`src/rtl/multicycle_ctrl_if.sv`:
```
// Memory-port handshake between the multi-cycle control FSM and the shared memory.
interface multicycle_ctrl_if;
  logic mem_req;
  logic mem_we;
  logic mem_addr_sel;
  logic mem_ready;

  modport master (
    output mem_req,
    output mem_we,
    output mem_addr_sel,
    input  mem_ready
  );

  modport slave (
    input  mem_req,
    input  mem_we,
    input  mem_addr_sel,
    output mem_ready
  );
endinterface

```
`src/rtl/multicycle_ctrl.sv`:
```
// Main control FSM of the multi-cycle RV32I core: sequences FETCH/DECODE/EXECUTE/MEM/WB,
// drives per-state enables and mux selects, watches memory timeouts and illegal opcodes,
// and counts retired instructions.
module multicycle_ctrl #(
  parameter int unsigned MEM_TIMEOUT = 16,
  parameter int unsigned CNT_W       = 32
) (
  input  logic                 clock,
  input  logic                 reset,
  multicycle_ctrl_if.master    mem,
  input  logic [6:0]           opcode,
  input  logic                 branch_cond,
  output logic                 ir_we,
  output logic                 rf_we,
  output logic [1:0]           wb_sel,
  output logic                 pc_we,
  output logic [1:0]           pc_sel,
  output logic [1:0]           alu_a_sel,
  output logic                 alu_b_sel,
  output logic                 halted,
  output logic                 trap,
  output logic [1:0]           trap_cause,
  output logic [CNT_W-1:0]     instret
);

  typedef enum logic [2:0] {
    S_FETCH, S_DECODE, S_EXECUTE, S_MEM, S_WB, S_HALT, S_TRAP
  } state_e;

  localparam logic [6:0] OPC_OP     = 7'b0110011;
  localparam logic [6:0] OPC_OPIMM  = 7'b0010011;
  localparam logic [6:0] OPC_LUI    = 7'b0110111;
  localparam logic [6:0] OPC_AUIPC  = 7'b0010111;
  localparam logic [6:0] OPC_LOAD   = 7'b0000011;
  localparam logic [6:0] OPC_STORE  = 7'b0100011;
  localparam logic [6:0] OPC_BRANCH = 7'b1100011;
  localparam logic [6:0] OPC_JAL    = 7'b1101111;
  localparam logic [6:0] OPC_JALR   = 7'b1100111;
  localparam logic [6:0] OPC_SYSTEM = 7'b1110011;

  // Watchdog holds the number of wait cycles already spent; it trips on the cycle where
  // it equals MEM_TIMEOUT-1 and mem_ready is still low.
  localparam int unsigned     WD_W    = (MEM_TIMEOUT > 1) ? $clog2(MEM_TIMEOUT) : 1;
  localparam logic [WD_W-1:0] WD_LAST = WD_W'((MEM_TIMEOUT > 0) ? MEM_TIMEOUT - 1 : 0);

  state_e           state_q, state_d;
  logic [CNT_W-1:0] instret_q, instret_d;
  logic [1:0]       cause_q, cause_d;
  logic [WD_W-1:0]  wdog_q, wdog_d;

  logic req_s, we_s, irwe_s, rfwe_s, pcwe_s, addr_sel_s;
  logic is_op, is_opimm, is_lui, is_auipc, is_load, is_store, is_branch, is_jal, is_jalr;
  logic is_legal, timeout;

  // Opcode classification and watchdog trip condition.
  always_comb begin
    is_op     = (opcode == OPC_OP);
    is_opimm  = (opcode == OPC_OPIMM);
    is_lui    = (opcode == OPC_LUI);
    is_auipc  = (opcode == OPC_AUIPC);
    is_load   = (opcode == OPC_LOAD);
    is_store  = (opcode == OPC_STORE);
    is_branch = (opcode == OPC_BRANCH);
    is_jal    = (opcode == OPC_JAL);
    is_jalr   = (opcode == OPC_JALR);
    is_legal  = is_op | is_opimm | is_lui | is_auipc | is_load | is_store |
                is_branch | is_jal | is_jalr;
    timeout   = (MEM_TIMEOUT != 0) && (wdog_q == WD_LAST);
  end

  // Next-state, Moore selects and raw strobes; strobes are gated by reset afterwards.
  always_comb begin
    state_d    = state_q;
    cause_d    = cause_q;
    wdog_d     = '0;
    req_s      = 1'b0;
    we_s       = 1'b0;
    irwe_s     = 1'b0;
    rfwe_s     = 1'b0;
    pcwe_s     = 1'b0;
    addr_sel_s = 1'b0;
    wb_sel     = 2'd0;
    pc_sel     = 2'd0;
    alu_a_sel  = 2'd0;
    alu_b_sel  = 1'b0;

    unique case (state_q)
      S_FETCH: begin
        req_s = 1'b1;
        if (mem.mem_ready) begin
          irwe_s  = 1'b1;
          state_d = S_DECODE;
        end else if (timeout) begin
          state_d = S_TRAP;
          cause_d = 2'd2;
        end else if (MEM_TIMEOUT != 0) begin
          wdog_d = wdog_q + WD_W'(1);
        end
      end
      S_DECODE: begin
        if (is_legal) begin
          state_d = S_EXECUTE;
        end else if (opcode == OPC_SYSTEM) begin
          state_d = S_HALT;
        end else begin
          state_d = S_TRAP;
          cause_d = 2'd1;
        end
      end
      S_EXECUTE: begin
        if (is_opimm | is_load | is_store | is_jalr) begin
          alu_b_sel = 1'b1;
        end else if (is_auipc) begin
          alu_a_sel = 2'd1;
          alu_b_sel = 1'b1;
        end else if (is_lui) begin
          alu_a_sel = 2'd2;
          alu_b_sel = 1'b1;
        end
        if (is_branch) begin
          pcwe_s  = 1'b1;
          pc_sel  = branch_cond ? 2'd1 : 2'd0;
          state_d = S_FETCH;
        end else if (is_load | is_store) begin
          state_d = S_MEM;
        end else begin
          state_d = S_WB;
        end
      end
      S_MEM: begin
        req_s      = 1'b1;
        addr_sel_s = 1'b1;
        we_s       = is_store;
        if (mem.mem_ready) begin
          if (is_store) begin
            pcwe_s  = 1'b1;
            state_d = S_FETCH;
          end else begin
            state_d = S_WB;
          end
        end else if (timeout) begin
          state_d = S_TRAP;
          cause_d = 2'd2;
        end else if (MEM_TIMEOUT != 0) begin
          wdog_d = wdog_q + WD_W'(1);
        end
      end
      S_WB: begin
        rfwe_s  = 1'b1;
        pcwe_s  = 1'b1;
        state_d = S_FETCH;
        if (is_load) begin
          wb_sel = 2'd1;
        end else if (is_jal) begin
          wb_sel = 2'd2;
          pc_sel = 2'd1;
        end else if (is_jalr) begin
          wb_sel = 2'd2;
          pc_sel = 2'd2;
        end
      end
      S_HALT, S_TRAP: begin
        state_d = state_q;
      end
      default: begin
        state_d = S_FETCH;
      end
    endcase

    // Strobes are forced low during reset so an aborted request never commits anything.
    ir_we     = irwe_s & ~reset;
    rf_we     = rfwe_s & ~reset;
    pc_we     = pcwe_s & ~reset;
    instret_d = instret_q + (pc_we ? CNT_W'(1) : CNT_W'(0));
  end

  assign mem.mem_req      = req_s & ~reset;
  assign mem.mem_we       = we_s & ~reset;
  assign mem.mem_addr_sel = addr_sel_s;
  assign halted           = (state_q == S_HALT) || (state_q == S_TRAP);
  assign trap             = (state_q == S_TRAP);
  assign trap_cause       = cause_q;
  assign instret          = instret_q;

  // State, retire counter, trap cause and watchdog registers.
  always_ff @(posedge clock) begin
    if (reset) begin
      state_q   <= S_FETCH;
      instret_q <= '0;
      cause_q   <= '0;
      wdog_q    <= '0;
    end else begin
      state_q   <= state_d;
      instret_q <= instret_d;
      cause_q   <= cause_d;
      wdog_q    <= wdog_d;
    end
  end

endmodule

```
`src/flat_wrapper.sv`:
```
// flat-port wrapper written by rule: the top's interface ports become plain ports
module multicycle_ctrl_flat 
#(
  parameter int unsigned MEM_TIMEOUT = 16,
  parameter int unsigned CNT_W       = 32
)
  (clock, reset, opcode, branch_cond, ir_we, rf_we, wb_sel, pc_we, pc_sel, alu_a_sel, alu_b_sel, halted, trap, trap_cause, instret, mem_mem_req, mem_mem_we, mem_mem_addr_sel, mem_mem_ready);
  multicycle_ctrl_if mem_i ();
  input  logic clock;
  input  logic reset;
  input  logic [6:0] opcode;
  input  logic branch_cond;
  output logic ir_we;
  output logic rf_we;
  output logic [1:0] wb_sel;
  output logic pc_we;
  output logic [1:0] pc_sel;
  output logic [1:0] alu_a_sel;
  output logic alu_b_sel;
  output logic halted;
  output logic trap;
  output logic [1:0] trap_cause;
  output logic [CNT_W-1:0] instret;
  output wire logic [$bits(mem_i.mem_req)-1:0] mem_mem_req;
  output wire logic [$bits(mem_i.mem_we)-1:0] mem_mem_we;
  output wire logic [$bits(mem_i.mem_addr_sel)-1:0] mem_mem_addr_sel;
  input wire logic [$bits(mem_i.mem_ready)-1:0] mem_mem_ready;
  assign mem_mem_req = mem_i.mem_req;
  assign mem_mem_we = mem_i.mem_we;
  assign mem_mem_addr_sel = mem_i.mem_addr_sel;
  assign mem_i.mem_ready = mem_mem_ready;
  multicycle_ctrl #(.MEM_TIMEOUT(MEM_TIMEOUT), .CNT_W(CNT_W)) u_core (.clock(clock), .reset(reset), .mem(mem_i), .opcode(opcode), .branch_cond(branch_cond), .ir_we(ir_we), .rf_we(rf_we), .wb_sel(wb_sel), .pc_we(pc_we), .pc_sel(pc_sel), .alu_a_sel(alu_a_sel), .alu_b_sel(alu_b_sel), .halted(halted), .trap(trap), .trap_cause(trap_cause), .instret(instret));
endmodule
```
`config.mk`:
```
export PLATFORM = sky130hd
export DESIGN_NAME = multicycle_ctrl_flat
export DESIGN_NICKNAME = d
export VERILOG_FILES = /design/src/rtl/multicycle_ctrl_if.sv /design/src/rtl/multicycle_ctrl.sv /design/src/flat_wrapper.sv
export SDC_FILE = /design/constraint.sdc
export NUM_CORES = 1
export LEC_CHECK = 0
export CAP_MARGIN = 25
export CORE_AREA = 2 2 74 76
export DETAILED_ROUTE_END_ITERATION = 12
export DIE_AREA = 0 0 76 78
export GPL_TIMING_DRIVEN = 0
export PLACE_DENSITY_LB_ADDON = 0.15
export SYNTH_ARGS = -nofsm -noshare
export SYNTH_HDL_FRONTEND = slang
export SYNTH_SLANG_ARGS = --single-unit
```
`constraint.sdc`:
```
create_clock -name clock -period 3 [get_ports clock]
set_clock_uncertainty 0.15 [all_clocks]
set_input_delay 0.75 -clock clock [delete_from_list [all_inputs] [get_ports clock]]
set_output_delay 0.75 -clock clock [all_outputs]
set_load 0.02 [all_outputs]
```
==> results of run 1 <==
==> sequential cells by signal (all words and copies together), names as in the netlist <==
| register | cells |
|---|---|
| u_core.instret | 32 |
| u_core.state_q | 3 |
| u_core.wdog_q | 4 |
| u_core.trap_cause | 2 |
==> cell type report <==
| type | count | area [sq um] | share of cell area, % |
|---|---|---|---|
| Multi-Input combinational cell | 193 | 1341 | 43.88 |
| Clock inverter | 1 | 5.005 | 0.1637 |
| Buffer | 12 | 62.56 | 2.047 |
| Sequential cell | 41 | 820.8 | 26.85 |
| Inverter | 5 | 18.77 | 0.6140 |
| Timing Repair Buffer | 73 | 651.9 | 21.33 |
| Clock buffer | 5 | 68.82 | 2.251 |
| Tap cell | 70 | 87.58 | 2.865 |
==> repair_timing <==
action / in CTS / in global routing
pin swaps: 15 / 14
setup buffers: 10 / 7
setup endpoints to repair: 37 / 25
gates resized for setup: 53 / 18
==> kinds of logic after synthesis <==
family | Yosys count
adder cells (fa/ha/maj) | 3
AND/OR/NAND/NOR | 128
XOR/XNOR | 28
AO/OA/AOI/OAI | 34
buffers and inverters | 17
flip-flops | 41
==> path summary, 6_finish.rpt <==
check / cells after the start / startpoint / end
setup reg to reg: 12 / u_core.state_q[1] / u_core.instret[27]
hold reg to reg: 1 / u_core.wdog_q[0] / u_core.wdog_q[0]
setup / recovery: 13 / opcode[3] / u_core.instret[27]
hold / removal: 1 / u_core.wdog_q[0] / u_core.wdog_q[0]
==> cell usage in the layout, fill, tap and decap left out, drive strengths merged, types with 5 or more instances in the layout <==
| cell type | instances |
|---|---|
| a21oi | 11 |
| and3 | 10 |
| buf | 27 |
| clkbuf | 17 |
| clkdlybuf4s50 | 40 |
| dfxtp | 41 |
| dlygate4sd2 | 5 |
| inv | 5 |
| nand2 | 15 |
| nand3 | 15 |
| nand4 | 13 |
| nor2 | 43 |
| nor2b | 6 |
| nor3 | 7 |
| o21ai | 6 |
| xnor2 | 6 |
| xor2 | 22 |
==> critical path, cell delays in order <==
cell and delay [ns]:
buf_6 0.09, nand3b_1 0.28, nor2_2 0.20, and4b_1 0.25, a21oi_2 0.06, a21oi_4 0.23, ha_4 0.21, nand3_4 0.09
nor3_4 0.27, nand3_4 0.10, buf_4 0.15, or3_1 0.31, a21oi_1 0.12
==> power by group <==
part           switching, uW  total, uW  internal, uW
Clock                    176        329           153
Sequential              9.63        563           553
Combinational           84.1        146          62.3
==> layer usage <==
layer / part of all wire [%] / up-vias / GRT usage (%)
met5: 0 / - / 0
met4: 1.4 / 0 / 6.545
met3: 4.9 / 7 / 4.419
met2: 47 / 55 / 28.39
met1: 46 / 1008 / 23.51
li1: - / 1040 / -
==> stage by stage <==
stage          instances  area (sq um)  setup slack [ns]  hold slack (ns)  utilization, %
6_report             400          3057          -0.03240           0.2995           60.62
5_1_grt              400          3057           -0.1704           0.3578           60.62
3_5_place_dp         377          2820           -0.8426           0.2925           55.93
4_1_cts              393          3000          -0.01179           0.3052           59.50
3_3_place_gp         377          2820           -0.8964           0.2882           55.93
2_1_floorplan        251          2172           -0.1467           0.2679               -
==> out/metrics.yaml, run 1 <==
final_layout:
  syn_to_final_growth_pct: 44.56
  layout.nets: 345
  layout-drive-gt1-share_pct: 20.00
  n_antenna_cell: 0
  fillCellCount: 469
min_path:
  hold_class: "register to register"
timing:
  rsz0062_at_grt: "true"
  fin_crit_sh_pct: 101.1
  fin_setup_tns_ns: -0.05948
  slew_violations: 0
  finalSetupViolations: 2
  max_freq_mhz: 329.8
  tightestPinTransition_ns: 0.7841
  fin_ws_ns: -0.03240
  min_period_ns: 3.032
  finalHoldViolCount: 0
  slew_headroom_pct: 47.59
setup_path:
  critPathArrivalTime_ns: 3.10
  critical_path_class: "input pin to register"
  cp_max_fo: 4
  cp-start-kind: "input pin"
  endpoint_kind: "register"
  rrSetupSlack_ns: 0.20
  cp_data_required_time_ns: 3.07
logic_synthesis:
  synth_edf_count: 0
  syn_avg_cell_area_sq_um: 8.424
  synthAdderAreaFrac_pct: 1.775
  synthXorXnorAreaFrac_pct: 11.60
  synth_seq_area_share_pct: 38.82
  synthSimpleGateAreaFrac_pct: 33.85
  synthTopCellsByArea: "dfxtp_1 39%, xor2_1 9.1%, nor2_1 7.6%, nand3_1 3.3%, nand4_1 3.3%"
  yosysMostFrequentCell: "nor2_1"
  yosysUniqueCellTypes: 45
  synth_top_family_by_area: "simple AND/OR/NAND/NOR gates"
  async_flop_share_pct: 0
  yosys_warnings: 0
  syn_nets: 265
  muxShareOfSynthArea_pct: 0
  syn_inst: 251
  yosysTopAreaCell: "dfxtp_1"
  yosys_register_bits: 41
  synth_ff_type: "dfxtp_1"
  syn_area_sq_mm: 0.002115
  synth_compound_area_share_pct: 10.77
  synth_top_area_share_pct: 38.82
  synthTopCellsByCount: "43 x nor2_1, 41 x dfxtp_1, 22 x xor2_1"
clock_tree:
  cts_root_buffer: "clkbuf_8"
  htreeDepth: 2
  cts_buffers: 5
  clk_pin_slew_worst_paths_ns: 0.07
  cts_buffer_depth: 2
  holdBufCountCts: 0
  cts_tree: "yes"
  numClockSinks: 41
  clk_latency_ns: 0.29
status:
  violations: "negative setup slack"
  status: "finished, violations left"
drt:
  avgViaCountPerCell: 5.275
  wl_um: 5301
  dr.pass1.iters: 4
  via_count: 2110
  postRouteAntennaNets: 0
  drc: 0
  wire_per_inst_um: 13.25
  drt_iter0_drc: 79
job:
  maxCapViolations: 0
grt:
  grt_max_degree: 12
  antenna_found_initial: 0
  grt_pass1_vias: 1910
  grt_pass1_wl_um: 8687
  grt_usage_pct: 17.84
  overflow: 0
pwr:
  leakagePower_uw: 0.001220
  power_uw: 1039
  peakVddDrop_v: 0.0002391
  power_density_mw_per_mm2: 339.8
die:
  die_area_sq_mm: 0.005928
  start_util_pct: 41.94
  row_count: 26
  die_x_um: 76
  fp.coreArea_sq_mm: 0.005042
  die_h_um: 78
  ios: 60
placed_design:
  dp_hpwl_um: 3663
  gp_congestion: 0.7893
  portBuffers: 56
No activity file was read; power rests on OpenSTA's default activity.
==> run 2: changes to the inputs <==
clock period = 2.7 ns   (was 3 ns; I/O delays follow)
==> out/metrics.yaml, run 2 (synthesis gave the netlist of run 1 again) <==
setup_path:
  critPathMaxStageDelay_ns: 0.47  # was 0.31 ns
  cp_data_required_time_ns: 2.77  # was 3.07 ns
  worstSetupStartpoint: "opcode[3]"  # unchanged
  cp_common_cell: "nand3_4"  # unchanged
  cp_cell_sequence: "buf_6 > nand3b_1 > nor2_2 > and4b_1 > a21oi_2 > a21oi_4 > ha_4 > nand3_4 > nor3_4 > nand3_4 > or4_1 > a21oi_1"  # was buf_6 > nand3b_1 > nor2_2 > and4b_1 > a21oi_2 > a21oi_4 > ha_4 > nand3_4 > nor3_4 > nand3_4 > buf_4 > or3_1 > a21oi_1
  critPathArrivalTime_ns: 2.95  # was 3.10 ns
  endpoint_kind: "register"  # unchanged
  rrSetupSlack_ns: 0  # was 0.20 ns
  critical_path_class: "input pin to register"  # unchanged
  cp_max_fo: 4  # unchanged
  slowest_stage: "or4_1"  # was or3_1
  worstReg2RegStart: "u_core.state_q[0]"  # was u_core.state_q[1]
  cp-start-kind: "input pin"  # unchanged
pwr:
  p_sw_uw: 308.5  # was 270.1 uW
  pwr-share-seq_pct: 49.7  # was 54.2%
  swShare_pct: 24.47  # was 26.01%
  power_density_mw_per_mm2: 387.0  # was 339.8 mW/mm^2
  pwr-share-clk_pct: 37.4  # was 31.7%
  leakagePower_uw: 0.001347  # was 0.001220 uW
  p_comb_share_pct: 12.8  # was 14.1%
  p_int_uw: 952.5  # was 768.5 uW
  peakVddDrop_v: 0.0003712  # was 0.0002391 V
grt:
  grt_usage_pct: 18.80  # was 17.84%
  antenna_found_initial: 0  # unchanged
  grt_pass1_wl_um: 9232  # was 8687 um
  grt_max_degree: 13  # was 12
  grt_use_met3_pct: 4.302  # was 4.419%
  grt_pass1_vias: 1970  # was 1910
  top_usage_layer: "met2"  # unchanged
  met2_usage_pct: 31.70  # was 28.39%
  use_met1_pct: 24.17  # was 23.51%
  overflow: 0  # unchanged
final_layout:
  layout-drive-gt1-share_pct: 25.96  # was 20.00%
  final_cell_mix: "40 x dfxtp_1, 39 x nor2_1, 37 x clkdlybuf4s50_1"  # was 41 x dfxtp_1, 40 x nor2_1, 40 x clkdlybuf4s50_1
  final_common_cell: "dfxtp_1"  # unchanged
  multi_input_area_sq_mm: 0.001420  # was 0.001341 sq mm
  fillCellCount: 450  # was 469
  layoutNonFillerInstCount: 409  # was 400
  regArea_sq_um: 822.0  # was 820.8 sq um
  largest_reg_flops: 32  # unchanged
  syn_to_final_growth_pct: 54.08  # was 44.56%
  n_antenna_cell: 0  # unchanged
  design_area_sq_mm: 0.003258  # was 0.003057 sq mm
  layout.nets: 353  # was 345
placed_design:
  gp_congestion: 0.7849  # was 0.7893
  place_inst: 377  # unchanged
  dp_hpwl_um: 3718  # was 3663 um
  portBuffers: 56  # unchanged
  placed_cell_area_sq_mm: 0.002820  # unchanged
  place_ws_ns: -1.068  # was -0.8426 ns
die:
  row_count: 26  # unchanged
  die_x_um: 76  # unchanged
  fp.coreArea_sq_mm: 0.005042  # unchanged
  ios: 60  # unchanged
  start_util_pct: 41.94  # unchanged
  die_area_sq_mm: 0.005928  # unchanged
  die_h_um: 78  # unchanged
clock_tree:
  htreeDepth: 2  # unchanged
  cts_tree: "yes"  # unchanged
  numClockSinks: 41  # unchanged
  clk_pin_slew_worst_paths_ns: 0.07  # about the same
  cts_buffer_depth: 2  # unchanged
  cts_root_buffer: "clkbuf_8"  # unchanged
  holdBufCountCts: 0  # unchanged
  clk_latency_ns: 0.29  # about the same
  cts_buffers: 5  # unchanged
min_path:
  hp-start: "u_core.wdog_q[0]"  # unchanged
  hold_class: "register to register"  # unchanged
drt:
  dr.pass1.iters: 4  # unchanged
  wl_um: 5537  # was 5301 um
  drc: 0  # unchanged
  wire_per_inst_um: 13.54  # was 13.25 um
  postRouteAntennaNets: 0  # unchanged
  drt_iter0_drc: 75  # was 79
  via_count: 2072  # was 2110
  avgViaCountPerCell: 5.066  # was 5.275
timing:
  fin_crit_sh_pct: 106.5
  rsz0062_at_grt: "true"  # unchanged
  finalSetupViolations: 16  # was 2
  max_freq_mhz: 347.9
  slew_violations: 0  # unchanged
  tightestPinTransition_ns: 0.7226  # was 0.7841 ns
  finalHoldViolCount: 0  # unchanged
  fin_ws_ns: -0.1746  # was -0.03240 ns
  hold_slack_ns: 0.3030  # was 0.2995 ns
  min_period_ns: 2.875
  slew_headroom_pct: 51.71  # was 47.59%
status:
  status: "finished, violations left"  # unchanged
  violations: "negative setup slack"  # unchanged
job:
  maxCapViolations: 0  # unchanged
==> run 2: cell count changes in the layout (fill, tap and decap cells not counted), moves of 2 or more <==
| cell | previous run | this run |
|---|---|---|
| dlymetal6s2s_1 | 0 | 2 |
| buf_6 | 3 | 11 |
| xor2_1 | 22 | 20 |
| nand3_1 | 12 | 9 |
| clkbuf_2 | 6 | 4 |
| clkdlybuf4s50_1 | 40 | 37 |
| nand3_4 | 2 | 4 |
| xor2_2 | 0 | 2 |
| buf_2 | 7 | 9 |
| buf_4 | 17 | 20 |
| nor2_4 | 1 | 3 |
==> run 2: layer usage <==
layer,share of wire (%),up-vias,wire length (um)
met5,0,-,0
met4,0.99,0,55
met3,4.2,5,234
met2,48,51,2674
met1,46,961,2573
li1,-,1055,-
==> run 2: path summary, 6_finish.rpt <==
path	endpoint	cells after the start
worst min-delay path	u_core.wdog_q[0]	1
worst min register to register	u_core.wdog_q[0]	1
worst max-delay path	u_core.instret[29]	12
worst max register to register	u_core.instret[29]	11
==> run 2: per-stage QoR <==
step | util, % | total power, uW | setup TNS [ns]
global route | 64.62 | 1313 | -4.303
floorplan | - | 731.6 | -4.882
global placement | 55.93 | 789.0 | -31.19
detailed placement | 55.93 | 789.7 | -31.23
CTS | 61.79 | 1271 | -2.143
finish | 64.62 | 1261 | -1.338
==> run 2: area by class of cell <==
class                           count  share of cell area (%)
Tap cell                           70                   2.688
Buffer                             12                   2.035
Inverter                            5                  0.5760
Clock buffer                        5                   2.112
Timing Repair Buffer               81                   22.70
Clock inverter                      2                   1.075
Sequential cell                    41                   25.23
Multi-Input combinational cell    193                   43.59
==> run 2: power by group through the flow <==
| stage | logic, uW | registers [uW] | clock network (uW) |
|---|---|---|---|
| 2_1_floorplan | 91.6 | 640 | 0 |
| 3_3_place_gp | 150 | 639 | 0 |
| 3_5_place_dp | 150 | 639 | 0 |
| 4_1_cts | 160 | 627 | 484 |
| 5_1_grt | 176 | 629 | 508 |
| 6_report | 161 | 627 | 472 |
==> run 2: critical path: cells and delay by family <==
family                     cells  cell delay (ns)
AOI/OAI and AO/OA              3             0.40
adders and majority gates      1             0.20
buffers and inverters          1             0.09
and+or+nand+nor                7             1.57
==> run 2: timing repair <==
item                       CTS  global route
pin swaps                   20             7
hold endpoints to repair     0             0
setup buffers               19            12
resized for setup           85            29
setup endpoints to repair   43            37
==> run 3: changes to the inputs <==
ABC_CLOCK_PERIOD_IN_PS = 2700   (was unset)
==> results of run 3 <==
No change in the layout: final DEF, timing and power equal those of run 2.
